**config.mk**
```make
export PLATFORM = sky130hd
export DESIGN_NAME = lift_call_scheduler
export DESIGN_NICKNAME = d
export VERILOG_FILES = /design/src/rtl/lift_call_scheduler.sv
export SDC_FILE = /design/constraint.sdc
export NUM_CORES = 1
export LEC_CHECK = 0
export ABC_AREA = 0
export BUFFER_PORTS_ARGS = -buffer_cell sky130_fd_sc_hd__buf_2
export CAP_MARGIN = 20
export CELL_PAD_IN_SITES_DETAIL_PLACEMENT = 1
export CELL_PAD_IN_SITES_GLOBAL_PLACEMENT = 1
export CORE_MARGIN = 3
export CORE_UTILIZATION = 39
export CTS_BUF_LIST = sky130_fd_sc_hd__clkbuf_16
export CTS_CLUSTER_DIAMETER = 50
export DETAILED_ROUTE_END_ITERATION = 10
export GPL_TIMING_DRIVEN = 0
export PLACE_DENSITY = 0.76
export SLEW_MARGIN = 10
export SYNTH_ARGS = -nofsm -noshare
export SYNTH_HDL_FRONTEND = slang
export SYNTH_SLANG_ARGS = --single-unit
```
**constraint.sdc**
```tcl
create_clock -name clk -period 6 [get_ports clk]
set_input_delay 0.6 -clock clk [delete_from_list [all_inputs] [get_ports clk]]
set_output_delay 0.6 -clock clk [all_outputs]
set_load 0.05 [all_outputs]
```
**src/rtl/lift_call_scheduler.sv**
```systemverilog
// Lift call latching and sweep scheduler: IDLE/UP/DOWN/SERVE/EMERG.
// Define LIFT_CALL_EDGE_EN for rising-edge call capture (default: level-sensitive).
module lift_call_scheduler (
    input  logic        clk,
    input  logic        reset,
    input  logic [11:0] floor_call_buttons,
    input  logic [3:0]  elevator_position_sensor,
    input  logic        door_open_sensor,
    input  logic        fire_alarm_sensor,
    output logic [3:0]  target_floor,
    output logic        target_valid,
    output logic        dir_up,
    output logic [11:0] pending_calls,
    output logic        served
);
    typedef enum logic [2:0] {IDLE, UP, DOWN, SERVE, EMERG} state_t;

    state_t      state;
    logic [3:0]  pos;
    logic        pos_ok;
    logic        clr_en;
    logic [11:0] clr_mask;
    logic [11:0] new_calls;
    logic [11:0] next_pending;
    logic [3:0]  up_floor;
    logic [3:0]  down_floor;
    logic        any_above;
    logic        any_below;
    logic        here;
    logic        tgt_pending;

    assign pos    = elevator_position_sensor;
    assign pos_ok = (pos < 4'd12);
    assign clr_en = (state == SERVE) && door_open_sensor && pos_ok
                    && !fire_alarm_sensor;

    always_comb begin
        up_floor    = 4'd0;
        down_floor  = 4'd0;
        any_above   = 1'b0;
        any_below   = 1'b0;
        here        = 1'b0;
        tgt_pending = 1'b0;
        clr_mask    = '0;
        for (int i = 11; i >= 0; i--) begin
            if (pending_calls[i] && 4'(i) > pos) begin
                up_floor  = 4'(i);
                any_above = 1'b1;
            end
        end
        for (int i = 0; i < 12; i++) begin
            if (pending_calls[i] && 4'(i) < pos) begin
                down_floor = 4'(i);
                any_below  = 1'b1;
            end
            if (pending_calls[i] && 4'(i) == pos)
                here = 1'b1;
            if (pending_calls[i] && 4'(i) == target_floor)
                tgt_pending = 1'b1;
            clr_mask[i] = clr_en && (4'(i) == target_floor);
        end
    end

`ifdef LIFT_CALL_EDGE_EN
    logic [11:0] buttons_q;

    // loaded during reset too, so a button held through reset is not an edge
    always_ff @(posedge clk) begin
        buttons_q <= floor_call_buttons;
    end

    assign new_calls = floor_call_buttons & ~buttons_q;
`else
    // a held button drops on its service cycle and re-latches on the next
    assign new_calls = floor_call_buttons & ~clr_mask;
`endif

    assign next_pending = (pending_calls & ~clr_mask) | new_calls;

    always_ff @(posedge clk) begin
        if (reset) begin
            state         <= IDLE;
            pending_calls <= '0;
            target_floor  <= 4'd0;
            target_valid  <= 1'b0;
            dir_up        <= 1'b1;
            served        <= 1'b0;
        end else begin
            served <= 1'b0;
            if (fire_alarm_sensor) begin
                state         <= EMERG;
                pending_calls <= '0;
                target_floor  <= 4'd0;
                target_valid  <= 1'b1;
                dir_up        <= 1'b0;
            end else if (state == EMERG) begin
                state         <= IDLE;
                pending_calls <= '0;
                target_valid  <= 1'b0;
            end else begin
                pending_calls <= next_pending;
                if (pos_ok) begin
                    case (state)
                        IDLE: begin
                            if (here) begin
                                state        <= SERVE;
                                target_floor <= pos;
                                target_valid <= 1'b1;
                            end else if (any_above) begin
                                state        <= UP;
                                target_floor <= up_floor;
                                target_valid <= 1'b1;
                                dir_up       <= 1'b1;
                            end else if (any_below) begin
                                state        <= DOWN;
                                target_floor <= down_floor;
                                target_valid <= 1'b1;
                                dir_up       <= 1'b0;
                            end else begin
                                target_valid <= 1'b0;
                            end
                        end
                        UP, DOWN: begin
                            // a just-served target is stale; only a live call stops us
                            if (pos == target_floor && tgt_pending) begin
                                state <= SERVE;
                            end else if (state == UP ? any_above : !any_below && any_above) begin
                                state        <= UP;
                                target_floor <= up_floor;
                                dir_up       <= 1'b1;
                            end else if (any_below) begin
                                state        <= DOWN;
                                target_floor <= down_floor;
                                dir_up       <= 1'b0;
                            end else begin
                                state        <= IDLE;
                                target_valid <= 1'b0;
                            end
                        end
                        SERVE: begin
                            if (door_open_sensor) begin
                                served <= 1'b1;
                                state  <= dir_up ? UP : DOWN;
                            end
                        end
                        default: begin
                            state        <= IDLE;
                            target_valid <= 1'b0;
                        end
                    endcase
                end
            end
        end
    end
endmodule

```
## Word level (Yosys, flattened, before mapping)

Index checks and enable logic that the tools add are counted.

| cells by class | value |
|---|---|
| order comparisons | 25 |
| reductions and logical operators | 83 |
| bitwise operators | 7 |
| equal/unequal tests | 39 |
| muxes and demuxes | 110 |

Operators with widths:

| kind | number |
|---|---|
| 2-to-1 mux 4 bit | 27 |
| 2-to-1 mux 1 bit | 68 |
| logical AND 1 bit | 65 |
| == test 3 x 4 -> 1 bit (first input constant) | 8 |
| == test 4 bit (first input constant) | 8 |
| AND 12 bit | 2 |
| 2-to-1 mux 3 bit | 7 |
| == test 2 x 4 -> 1 bit (first input constant) | 4 |
| greater-than comparator 3 x 4 -> 1 bit (first input constant) | 4 |
| greater-than comparator 4 bit (first input constant) | 4 |
| < comparator 3 x 4 -> 1 bit (first input constant) | 4 |
| < comparator 4 bit (first input constant) | 4 |
| inequality test 4 bit (second input constant) | 4 |
| NOT 12 bit | 1 |
| OR 12 bit | 1 |
| AND reduction 5 bit | 2 |
| one-hot mux 3 bit (3 select lines) | 1 |
| == test 1 x 4 -> 1 bit (first input constant) | 2 |
| greater-than comparator 1 x 4 -> 1 bit (first input constant) | 2 |
| greater-than comparator 2 x 4 -> 1 bit (first input constant) | 2 |
| zero test 4 bit | 2 |
| < comparator 1 x 4 -> 1 bit (first input constant) | 2 |
| < comparator 2 x 4 -> 1 bit (first input constant) | 2 |
| 2-to-1 mux 2 bit | 4 |
| 23 further kinds | 34 |

| word-level totals | value |
|---|---|
| bits of input ports | 20 |
| output and inout bits | 19 |
| word-level logic and storage cells | 271 |
| register bits | 22 |

## Longest topological paths before layout

| logic depth | value |
|---|---|
| depth in word-level cells | 23 |
| gate-level depth with buffers | 11 |
| depth with buffers taken out | 8 |

## Worst setup path after synthesis

OpenSTA, ideal clock, no wires.

| timing | value |
|---|---|
| path type | reg-to-reg |
| start | register target_floor[0] |
| end | register dir_up |
| period minus slack after synthesis | 2.486 ns |
| arrival | 2.367 ns |
| data required time | 5.880 ns |
| path slack | 3.514 ns |
| setup time | 0.120 ns |
| cell stages (with the launch flop) | 11 |
| cell sequence | dfxtp_1 > buf_2 > nor4b_1 > a41oi_1 > o221ai_1 > o211ai_2 > and4b_1 > buf_2 > and2_1 > a21oi_1 > a211o_1 |

| on the way | value |
|---|---|
| longest elaborated chain between the ends | 17 |
| elaborated cells between the ends (all ways) | 40 |

Ends and longest elaborated chain:

| item | line | RTL |
|---|---|---|
| start, declared | 10 | `output logic [3:0] target_floor,` |
| start signal, assigned | 107 | `target_floor <= pos;` |
| start signal, assigned | 111 | `target_floor <= up_floor;` |
| start signal, assigned | 116 | `target_floor <= down_floor;` |
| zero test 4 bit | 58 | `if (pending_calls[i] && 4'(i) == target_floor)` |
| logical AND 1 bit | 58 |  |
| 2-to-1 mux 1 bit (12 in series) | 58 |  |
| logical AND 1 bit * | 125 | `if (pos == target_floor && tgt_pending) begin` |
| inequality test 3 bit (no line) * | - |  |
| AND reduction 5 bit (no line) * | - |  |
| end signal, assigned | 118 | `dir_up <= 1'b0;` |
| end signal, assigned | 130 | `dir_up <= 1'b1;` |
| end signal, assigned | 134 | `dir_up <= 1'b0;` |
| end, declared | 12 | `output logic dir_up,` |

Every way passes the cells marked *; elsewhere a longest branch is shown, timed or not.
A chain may end at the register's enable or synchronous reset.

## Worst setup path in the final report

| timing | value |
|---|---|
| start | input port elevator_position_sensor[3] |
| end | register target_floor[2] |

| on the way | value |
|---|---|
| longest elaborated chain between the ends | 20 |
| elaborated cells between the ends (all ways) | 142 |

Ends and longest elaborated chain:

| item | line | RTL |
|---|---|---|
| start, declared | 7 | `input logic [3:0] elevator_position_sensor,` |
| < comparator 1 x 4 -> 1 bit | 52 | `if (pending_calls[i] && 4'(i) < pos) begin` |
| logical AND 1 bit | 52 |  |
| 2-to-1 mux 1 bit (12 in series) | 52 |  |
| zero test 1 bit | 127 | `end else if (state == UP ? any_above : !any_below && any_above) begin` |
| logical AND 1 bit | 127 |  |
| 2-to-1 mux 1 bit | 127 |  |
| 2-to-1 mux 4 bit | 127 |  |
| 2-to-1 mux 4 bit | 125 |  |
| one-hot mux 4 bit (2 select lines) | 103 | `case (state)` |
| end signal, assigned | 107 |  |
| end signal, assigned | 129 | `target_floor <= up_floor;` |
| end signal, assigned | 133 | `target_floor <= down_floor;` |

Several ways; a longest one is shown, not always the timed one. The select of a mux whose other input is x is not followed.

==> flow_summary.ini <==
[worst_setup_path]
max_stage_delay_ns = 0.46
required_ns = 6.19
cp_cell_sequence = buf_2 -> buf_6 -> o21ba_2 -> a31oi_1 -> and2b_1 -> nand3_2 -> o311ai_1 -> nor2_1 -> o311a_1 -> a21oi_1
rr_startpoint = pending_calls[7]
end_kind = flip-flop
cp_num_buf_inv = 2
startpoint = elevator_position_sensor[3]
crit_type = input port to flip-flop
cp_max_fo = 10
slowest_stage = o311ai_1
cp-start-kind = input port
critPathArrivalTime_ns = 2.83
critPathTopFamily = compound AO/OA/AOI/OAI gates

[finish]
drive_gt1_frac = 0.239
nFillCells = 717
nNetsFinal = 360
area_growth_pct = 17.1
diodes = 0
regArea_um2 = 440
multi_input_area_mm2 = 0.00161

[detailed_routing]
drcViolationCount = 0
dr.first_iter.drc_count = 140
ant_nets = 0
wire_per_inst_um = 19.5
vias = 2481
wirelength_um = 7960
vias_per_cell = 6.07
drtPass1Iterations = 4

[synth]
ys_ff_latch = 22
synth_mux_area_frac = 0.0385
synthAdderAreaFrac = 0.00962
ys_async_sr_fraction = 0
synth_top_family_by_area = compound AO/OA/AOI/OAI gates
yosys.area.top_type_share = 0.199
yosysSeqAreaShare = 0.199
yosys-top-cells-area = dfxtp_1, a21oi_1, o21ai_0, nor2_1, nand2_1
avgSynthCellArea_um2 = 7.42
synth-edff-count = 0
synthDistinctLibCells = 70
yosysTopAreaCell = dfxtp_1
yosysWarnings = 0
synth_most_common_cell = a21oi_1
synth_xor_area_frac = 0.0158
synth_commonest_cells = a21oi_1, o21ai_0, nor2_1, dfxtp_1, nand2_1
synthCells = 298
synth_compound_area_frac = 0.410
netlist_area_mm2 = 0.00221
synth_ff_type = dfxtp_1
synth-simple-area-share = 0.252
synthesis.nets = 318

[grt]
grtUsageTotal = 0.254
grt_first_pass_wirelength_um = 13300
antenna_found_initial = 0
grt_pass1_vias = 2603
grt_overflow = 0
grt_max_degree = 14

[die]
die-area_mm2 = 0.00661
rows = 26
die_h_um = 81.3
ioPinCount = 39
core-area_mm2 = 0.00530
die_x_um = 81.3
start_util = 0.417

[clock_tree]
clk_pin_slew_ns = 0.06
numClockSinks = 22
clock_path_buffers = 2
cts_tree = done
postCtsSetupRepairBufs = 0
cts-htree-levels = 1
ctsHoldBuffers = 0
root_buffer = clkbuf_16
cts_buffers = 3
cts_resized = 0
clkLatencyLatePin_ns = 0.26

[min_path]
hp-start = reset
holdCritPathClass = input port to flip-flop

[timing]
tightestPinTransition_ns = 0.987
max_freq_mhz = 379
period_share = 0.440
slew_headroom = 0.333
rsz0062_at_grt = no
totalNegativeSetupSlack_ns = 0
fin_skew_ns = 0.00148
slew_viol_final = 0
hold_viol_final = 0
setup_viol = 0
period_minus_slack_ns = 2.64

[job]
max_cap_viol_count = 0

[placed_design]
gp_congestion = 0.893
port_buffers = 37
place_hpwl_um = 6040

[power]
p_leak_nw = 1.03
power_density_mw_per_mm2 = 216
ir_drop_v = 0.000174
p_total_mw = 0.560

[outcome]
status = complete, no violations
## cells by family after synthesis
kind of cell | Yosys count
mux | 6
fa+ha+maj | 2
buf+inv | 29
flops | 22
compound gates | 134
simple gates | 101
xor+xnor | 4
## cells in the final DEF (no fill, tap or decap), types with 5 or more instances in the layout
master    count
o22ai_1       6
nand2_1      20
clkbuf_1     10
a31oi_1       7
buf_2        44
nor2b_1       9
nor2_1       29
a21boi_0      6
nand3_1       8
dfxtp_1      22
a211oi_1      5
o21ai_0      32
a21oi_1      34
## final timing paths
path	to	slack [ns]	cells after the start
setup / recovery	target_floor[2]	3.36	10
hold / removal	state[2]	0.56	2
setup reg to reg	target_floor[2]	3.41	9
hold reg to reg	target_valid	0.63	2
## through the flow
stage	worst slack [ns]	utilization	cell area, µm²	hold WS (ns)	cells
2_1_floorplan	3.51	-	2210	0.550	298
4_1_cts	3.40	0.488	2590	0.562	409
5_1_grt	3.22	0.488	2590	0.574	409
3_3_place_gp	3.16	0.468	2480	0.607	405
6_report	3.36	0.488	2590	0.564	409
3_5_place_dp	3.14	0.468	2480	0.628	405
## flip-flops by register name, indices dropped and copies added (netlist names)
signal / cells
target_valid: 1
dir_up: 1
target_floor: 4
state: 3
served: 1
pending_calls: 12
## area by class of cell
| cell class | instances | share of cell area |
|---|---|---|
| multi-input combinational | 247 | 0.620 |
| sequential | 22 | 0.170 |
| timing repair buffer | 37 | 0.0715 |
| buffer | 24 | 0.0556 |
| tap | 70 | 0.0338 |
| clock buffer | 3 | 0.0290 |
| clock inverter | 1 | 0.0116 |
| inverter | 5 | 0.00822 |
## power by group
part	leakage [nW]	internal (mW)	total, mW	switching [mW]
registers	0.180	0.155	0.168	0.0129
logic	0.795	0.0714	0.204	0.133
clock network	0.0511	0.133	0.188	0.0551
## per-layer routing
| metal | track usage | vias to the layer above | wire, µm |
|---|---|---|---|
| met3 | 0.0188 | 4 | 348 |
| met2 | 0.434 | 63 | 3810 |
| met1 | 0.353 | 1211 | 3770 |
| li1 | - | 1203 | - |
| met4 | 0.0422 | 0 | 34 |
| met5 | 0 | - | 0 |
(Power assumes the default switching activity.)
